==> src/rtl/mem_access_stage_if.sv <==
// MEM stage bus: execute-side operands in, write_back result out.
// Stall handshake travels alongside the data.
interface mem_access_stage_if #(
  parameter int DATA_W = 16
);
  logic [DATA_W-1:0] ans_ex;
  logic [DATA_W-1:0] b_ex;
  logic [1:0]        mode_ex;
  logic              valid_ex;
  logic              stall_ext;
  logic              dm_stall;
  logic [DATA_W-1:0] ans_dm;
  logic              valid_dm;

  modport master (
    output ans_ex, b_ex, mode_ex,
    output valid_ex, stall_ext,
    input  dm_stall, ans_dm, valid_dm
  );

  modport slave (
    input  ans_ex, b_ex, mode_ex,
    input  valid_ex, stall_ext,
    output dm_stall, ans_dm, valid_dm
  );
endinterface

==> src/rtl/mem_access_stage.sv <==
// Data-memory pipeline stage: pass-through, store, and
// loads with MEM_LAT wait states that stall upstream.
module mem_access_stage #(
  parameter int DATA_W  = 16,
  parameter int ADDR_W  = 8,
  parameter int MEM_LAT = 1
) (
  input  logic             clk,
  input  logic             reset,
  mem_access_stage_if.slave bus
);
  typedef enum logic {
    S_IDLE,
    S_WAIT
  } state_t;

  localparam logic [1:0] M_PASS  = 2'b00;
  localparam logic [1:0] M_LOAD  = 2'b01;
  localparam logic [1:0] M_STORE = 2'b10;

  logic [DATA_W-1:0] r_mem [2**ADDR_W];
  state_t            r_state;
  logic [1:0]        r_cnt;
  logic [ADDR_W-1:0] r_addr;
  logic [DATA_W-1:0] r_ans;
  logic              r_valid;
  logic              r_stall;

  logic [ADDR_W-1:0] w_addr;
  logic              w_idle_go;
  logic              w_wr;
  logic              w_unused;

  assign w_addr    = bus.ans_ex[ADDR_W-1:0];
  assign w_idle_go = reset && !bus.stall_ext
                   && r_state == S_IDLE
                   && bus.valid_ex;
  assign w_wr      = w_idle_go && bus.mode_ex == M_STORE;
  assign w_unused  = ^bus.ans_ex[DATA_W-1:ADDR_W];

  // Memory survives reset; only the control path is cleared.
  always_ff @(posedge clk) begin
    if (w_wr) r_mem[w_addr] <= bus.b_ex;
  end

  always_ff @(posedge clk) begin
    if (!reset) begin
      r_state <= S_IDLE;
      r_cnt   <= '0;
      r_addr  <= '0;
      r_ans   <= '0;
      r_valid <= 1'b0;
      r_stall <= 1'b0;
    end else begin
      r_valid <= 1'b0;
      if (!bus.stall_ext) begin
        unique case (r_state)
          S_IDLE: begin
            if (bus.valid_ex) begin
              case (bus.mode_ex)
                M_PASS: begin
                  r_ans   <= bus.ans_ex;
                  r_valid <= 1'b1;
                end
                M_LOAD: begin
                  if (MEM_LAT == 0) begin
                    r_ans   <= r_mem[w_addr];
                    r_valid <= 1'b1;
                  end else begin
                    r_addr  <= w_addr;
                    r_cnt   <= 2'(MEM_LAT - 1);
                    r_stall <= 1'b1;
                    r_state <= S_WAIT;
                  end
                end
                default: ;
              endcase
            end
          end
          S_WAIT: begin
            if (r_cnt != 2'd0) begin
              r_cnt <= r_cnt - 2'd1;
            end else begin
              r_ans   <= r_mem[r_addr];
              r_valid <= 1'b1;
              r_stall <= 1'b0;
              r_state <= S_IDLE;
            end
          end
        endcase
      end
    end
  end

  assign bus.ans_dm   = r_ans;
  assign bus.valid_dm = r_valid;
  assign bus.dm_stall = r_stall;
endmodule

==> src/flat_wrapper.sv <==
// flat-port wrapper written by rule: the top's interface ports become plain ports
module mem_access_stage_flat 
#(
  parameter int DATA_W  = 16,
  parameter int ADDR_W  = 8,
  parameter int MEM_LAT = 1
)
  (clk, reset, bus_ans_ex, bus_b_ex, bus_mode_ex, bus_valid_ex, bus_stall_ext, bus_dm_stall, bus_ans_dm, bus_valid_dm);
  mem_access_stage_if #(.DATA_W(DATA_W)) bus_i ();
  input  logic clk;
  input  logic reset;
  input wire logic [$bits(bus_i.ans_ex)-1:0] bus_ans_ex;
  input wire logic [$bits(bus_i.b_ex)-1:0] bus_b_ex;
  input wire logic [$bits(bus_i.mode_ex)-1:0] bus_mode_ex;
  input wire logic [$bits(bus_i.valid_ex)-1:0] bus_valid_ex;
  input wire logic [$bits(bus_i.stall_ext)-1:0] bus_stall_ext;
  output wire logic [$bits(bus_i.dm_stall)-1:0] bus_dm_stall;
  output wire logic [$bits(bus_i.ans_dm)-1:0] bus_ans_dm;
  output wire logic [$bits(bus_i.valid_dm)-1:0] bus_valid_dm;
  assign bus_i.ans_ex = bus_ans_ex;
  assign bus_i.b_ex = bus_b_ex;
  assign bus_i.mode_ex = bus_mode_ex;
  assign bus_i.valid_ex = bus_valid_ex;
  assign bus_i.stall_ext = bus_stall_ext;
  assign bus_dm_stall = bus_i.dm_stall;
  assign bus_ans_dm = bus_i.ans_dm;
  assign bus_valid_dm = bus_i.valid_dm;
  mem_access_stage #(.DATA_W(DATA_W), .ADDR_W(ADDR_W), .MEM_LAT(MEM_LAT)) u_core (.clk(clk), .reset(reset), .bus(bus_i));
endmodule
==> config.mk <==
export PLATFORM = sky130hd
export DESIGN_NAME = mem_access_stage_flat
export DESIGN_NICKNAME = d
export VERILOG_FILES = /design/src/rtl/mem_access_stage_if.sv /design/src/rtl/mem_access_stage.sv /design/src/flat_wrapper.sv
export SDC_FILE = /design/constraint.sdc
export NUM_CORES = 2
export LEC_CHECK = 0
export CORE_MARGIN = 8
export CORE_UTILIZATION = 23
export CTS_CLUSTER_SIZE = 28
export DETAILED_ROUTE_END_ITERATION = 7
export MAX_ROUTING_LAYER = met4
export PLACE_DENSITY_LB_ADDON = 0.08
export SLEW_MARGIN = 20
export SYNTH_ARGS = -nofsm -noshare
export SYNTH_HDL_FRONTEND = slang
export SYNTH_SLANG_ARGS = --single-unit
==> constraint.sdc <==
create_clock -name clk -period 4.7 [get_ports clk]
set_input_delay 1.175 -clock clk [delete_from_list [all_inputs] [get_ports clk]]
set_output_delay 1.175 -clock clk [all_outputs]
set_load 0.01 [all_outputs]
==> run_results.csv <==
group,metric,value,unit
cells_and_area,nNetsFinal,8422,
clock_network,tritoncts,"done",
clock_network,clk_pin_slew,0.06,ns
sta,whs,0.509,ns
synthesis,netlist.area_leader.share,77.3,%
worst_hold_path,hp-class,"flop to flop",
floorplan,die_w,848,µm
route,avgRoutedWirePerCell,33.6,µm
synthesis,synthSimpleGateAreaFrac,2.38,%
synthesis,synthCells,7439,
place,post-place-ws,-0.0324,ns
global_routing,grt_antenna_before_repair,79,
worst_setup_path,critPathLaunchType,"flop",
sta,timing.final.crit_period,4.66,ns
clock_network,numCtsBuffers,471,
pwr,peakVddDrop,0.000305,V
worst_setup_path,cp_slowest_stage_delay,0.83,ns
synthesis,synthTopCellsByArea,"edfxtp_1 77%, mux4_2 12%, mux2i_1 2.6%",
route,vias,81100,
clock_network,postCtsHoldBufs,0,
synthesis,synth_top_family_by_area,"multiplexers",
cells_and_area,stdcell_area,195000,µm²
floorplan,start_util,23.1,%
route,drtPass1Iterations,5,
sta,period_share,99.2,%
pwr,p_leak,58.0,nW
place,detailed_place_hpwl,396,mm
worst_setup_path,worstSetupEndpointType,"flop",
clock_network,clock-root-buffer,"clkbuf_16",
worst_setup_path,crit_chain,"buf_12 > buf_12 > buf_12 > mux4_2 > mux2_2 > a31oi_1 > nand3_1 > a311oi_2 > buf_4 > a31oi_1",
synthesis,synth_area,159000,µm²
synthesis,syn_area_per_cell,21.4,µm²
synthesis,synthesis.nets,7478,
sta,finalSetupViolations,0,
worst_setup_path,crit_type,"flop to flop",
global_routing,grt_pass1_vias,83500,
clock_network,clock_latency,1.07,ns
place,dp.cells,17100,
sta,timing_hold_violations_final,0,
pwr,p_per_area,406,nW/µm²
synthesis,synth_flop_cell,"edfxtp_1",
cells_and_area,fin_cells,18000,
route,ant_nets,0,
worst_setup_path,cp.required,5.62,ns
cells_and_area,fin_util,28.3,%
global_routing,grt_overflow_total,0,
floorplan,io_pins,56,
route,drt-total-wl,606,mm
synthesis,ys_seq_elements,4133,
pwr,power,79.3,mW
floorplan,die-area,719000,µm²
synthesis,yosys.area.top_type,"edfxtp_1",
sta,fin_tns_setup,0,ns
clock_network,h-tree-depth,5,
global_routing,grt_first_pass_wirelength,801,mm
sta,relSlewSlack,19.5,%
sta,tightest_slew,1.19,ns
synthesis,synthTopCellsByCount,"4096 x edfxtp_1, 857 x mux4_2, 406 x mux2i_1",
flow_run,drv_cap,0,
synthesis,ys_seq_area_share,77.7,%
synthesis,synthXorXnorAreaFrac,0,%
sta,skew,0.118,ns
floorplan,die_h,848,µm
synthesis,yosysWarnings,0,
worst_setup_path,cp_slowest_cell,"dfxtp_4",
status,status,"complete, no violations",
route,drc,0,
floorplan,rows,305,
clock_network,cts_sinks,4133,
sta,clock.fmax,215,MHz
global_routing,grt_usage,16.9,%
worst_setup_path,crit_top_cell,"buf_12",
synthesis,post-synth-top-count-cell,"edfxtp_1",
worst_setup_path,arrival,5.58,ns
synthesis,ys_async_sr_fraction,0,%
floorplan,fp.coreArea,690000,µm²
synthesis,synth_compound_area_share,3.28,%
global_routing,grt_max_degree,93,
synthesis,synth_edf_count,4096,
sta,slew_violations,0,
place,post_dp_cell_area,180000,µm²
cells_and_area,area_growth,22.7,%
synthesis,synthDistinctLibCells,78,
synthesis,synth_adder_area_share,0.00786,%
place,portBuffers,55,
synthesis,synth_mux_area_share,14.9,%
worst_setup_path,crit_fanout,27,
sta,rsz0062_at_grt,"no",
route,vias_per_cell,4.50,
cells_and_area,drive_gt1_share,30.6,%
clock_network,clockBufferDepth,4,
route,drt_iter0_markers,7655,
sta,timing.final.ws_setup,0.0394,ns
place,routabilityCongestion,0.804,
==> power by group <==
part | internal, mW | switching [mW] | leakage [nW]
Combinational | 0.658 | 1.83 | 13.6
Clock | 20.9 | 15.4 | 7.31
Sequential | 40.5 | 0.0485 | 37.1
==> worst max-delay path, delay by kind of cell, from the launching register on <==
kind                   cells  cell delay (ns)
AO/OA/AOI/OAI              3             1.03
buffers and inverters      4             1.00
flip-flops                 1             0.83
multiplexers               2             0.83
AND/OR/NAND/NOR            1             0.65
==> registers in the layout, summed over array words and instances, names as in the netlist, named ones only <==
| register | flops |
|---|---|
| u_core.bus.valid_dm | 1 |
| u_core.r_cnt | 2 |
| u_core.r_state | 1 |
| u_core.r_addr | 8 |
| u_core.bus.dm_stall | 1 |
| u_core.r_mem | 4096 |
| u_core.bus.ans_dm | 16 |
==> cells in the final DEF (no fill, tap or decap), types with 105 or more instances in the layout <==
cell type	netlist	layout
buf_12	4	324
nand3_1	115	109
clkinv_1	0	117
nor2_2	1	229
nor2_1	335	105
clkbuf_1	138	114
buf_4	70	529
nand2_1	163	152
o22ai_1	109	109
edfxtp_1	4096	4096
clkbuf_16	0	479
mux4_2	857	857
mux2i_1	406	406
a22oi_1	208	208
==> cells by family (layout without fill, tap and decap cells) <==
group	after synthesis	after routing
flops	4133	4133
mux	1288	1288
simple gates	829	829
compound gates	743	743
buf+inv	445	1785
fa+ha+maj	1	1
other cells	0	33
==> worst paths after layout <==
| path | start | endpoint | cells after the start | slack (ns) |
|---|---|---|---|---|
| worst min-delay path | u_core.r_addr[5]$_SDFFE_PN0P_ | flop | 2 | 0.51 |
| worst max-delay path | flop | u_core.bus.ans_dm[14]$_SDFFE_PN0P_ | 10 | 0.04 |
| worst max register to register | flop | u_core.bus.ans_dm[14]$_SDFFE_PN0P_ | 10 | 0.04 |
| worst min register to register | u_core.r_addr[5]$_SDFFE_PN0P_ | flop | 2 | 0.51 |
==> metal layers <==
| layer | global-route usage (%) | wire (µm) |
|---|---|---|
| met5 | - | 0 |
| met4 | 2.88 | 11100 |
| met3 | 2.30 | 28600 |
| met2 | 26.5 | 283000 |
| met1 | 23.6 | 283000 |
==> area by class of cell <==
cell class                 instances  area [µm²]
multi-input combinational       2861       33700
antenna                           33        82.6
clock inverter                   269        2530
tap                             9210       11500
inverter                           7        32.5
fill                           68100      494000
timing repair buffer             909       11100
clock buffer                     600       12500
sequential                      4133      124000
==> timing repair <==
item | in CTS | in global routing
endpoints found under the setup margin | 1 | 0
buffers inserted | 0 | 0
resized for setup | 1 | 0
Note: power is estimated with default switching activity, not from simulation.
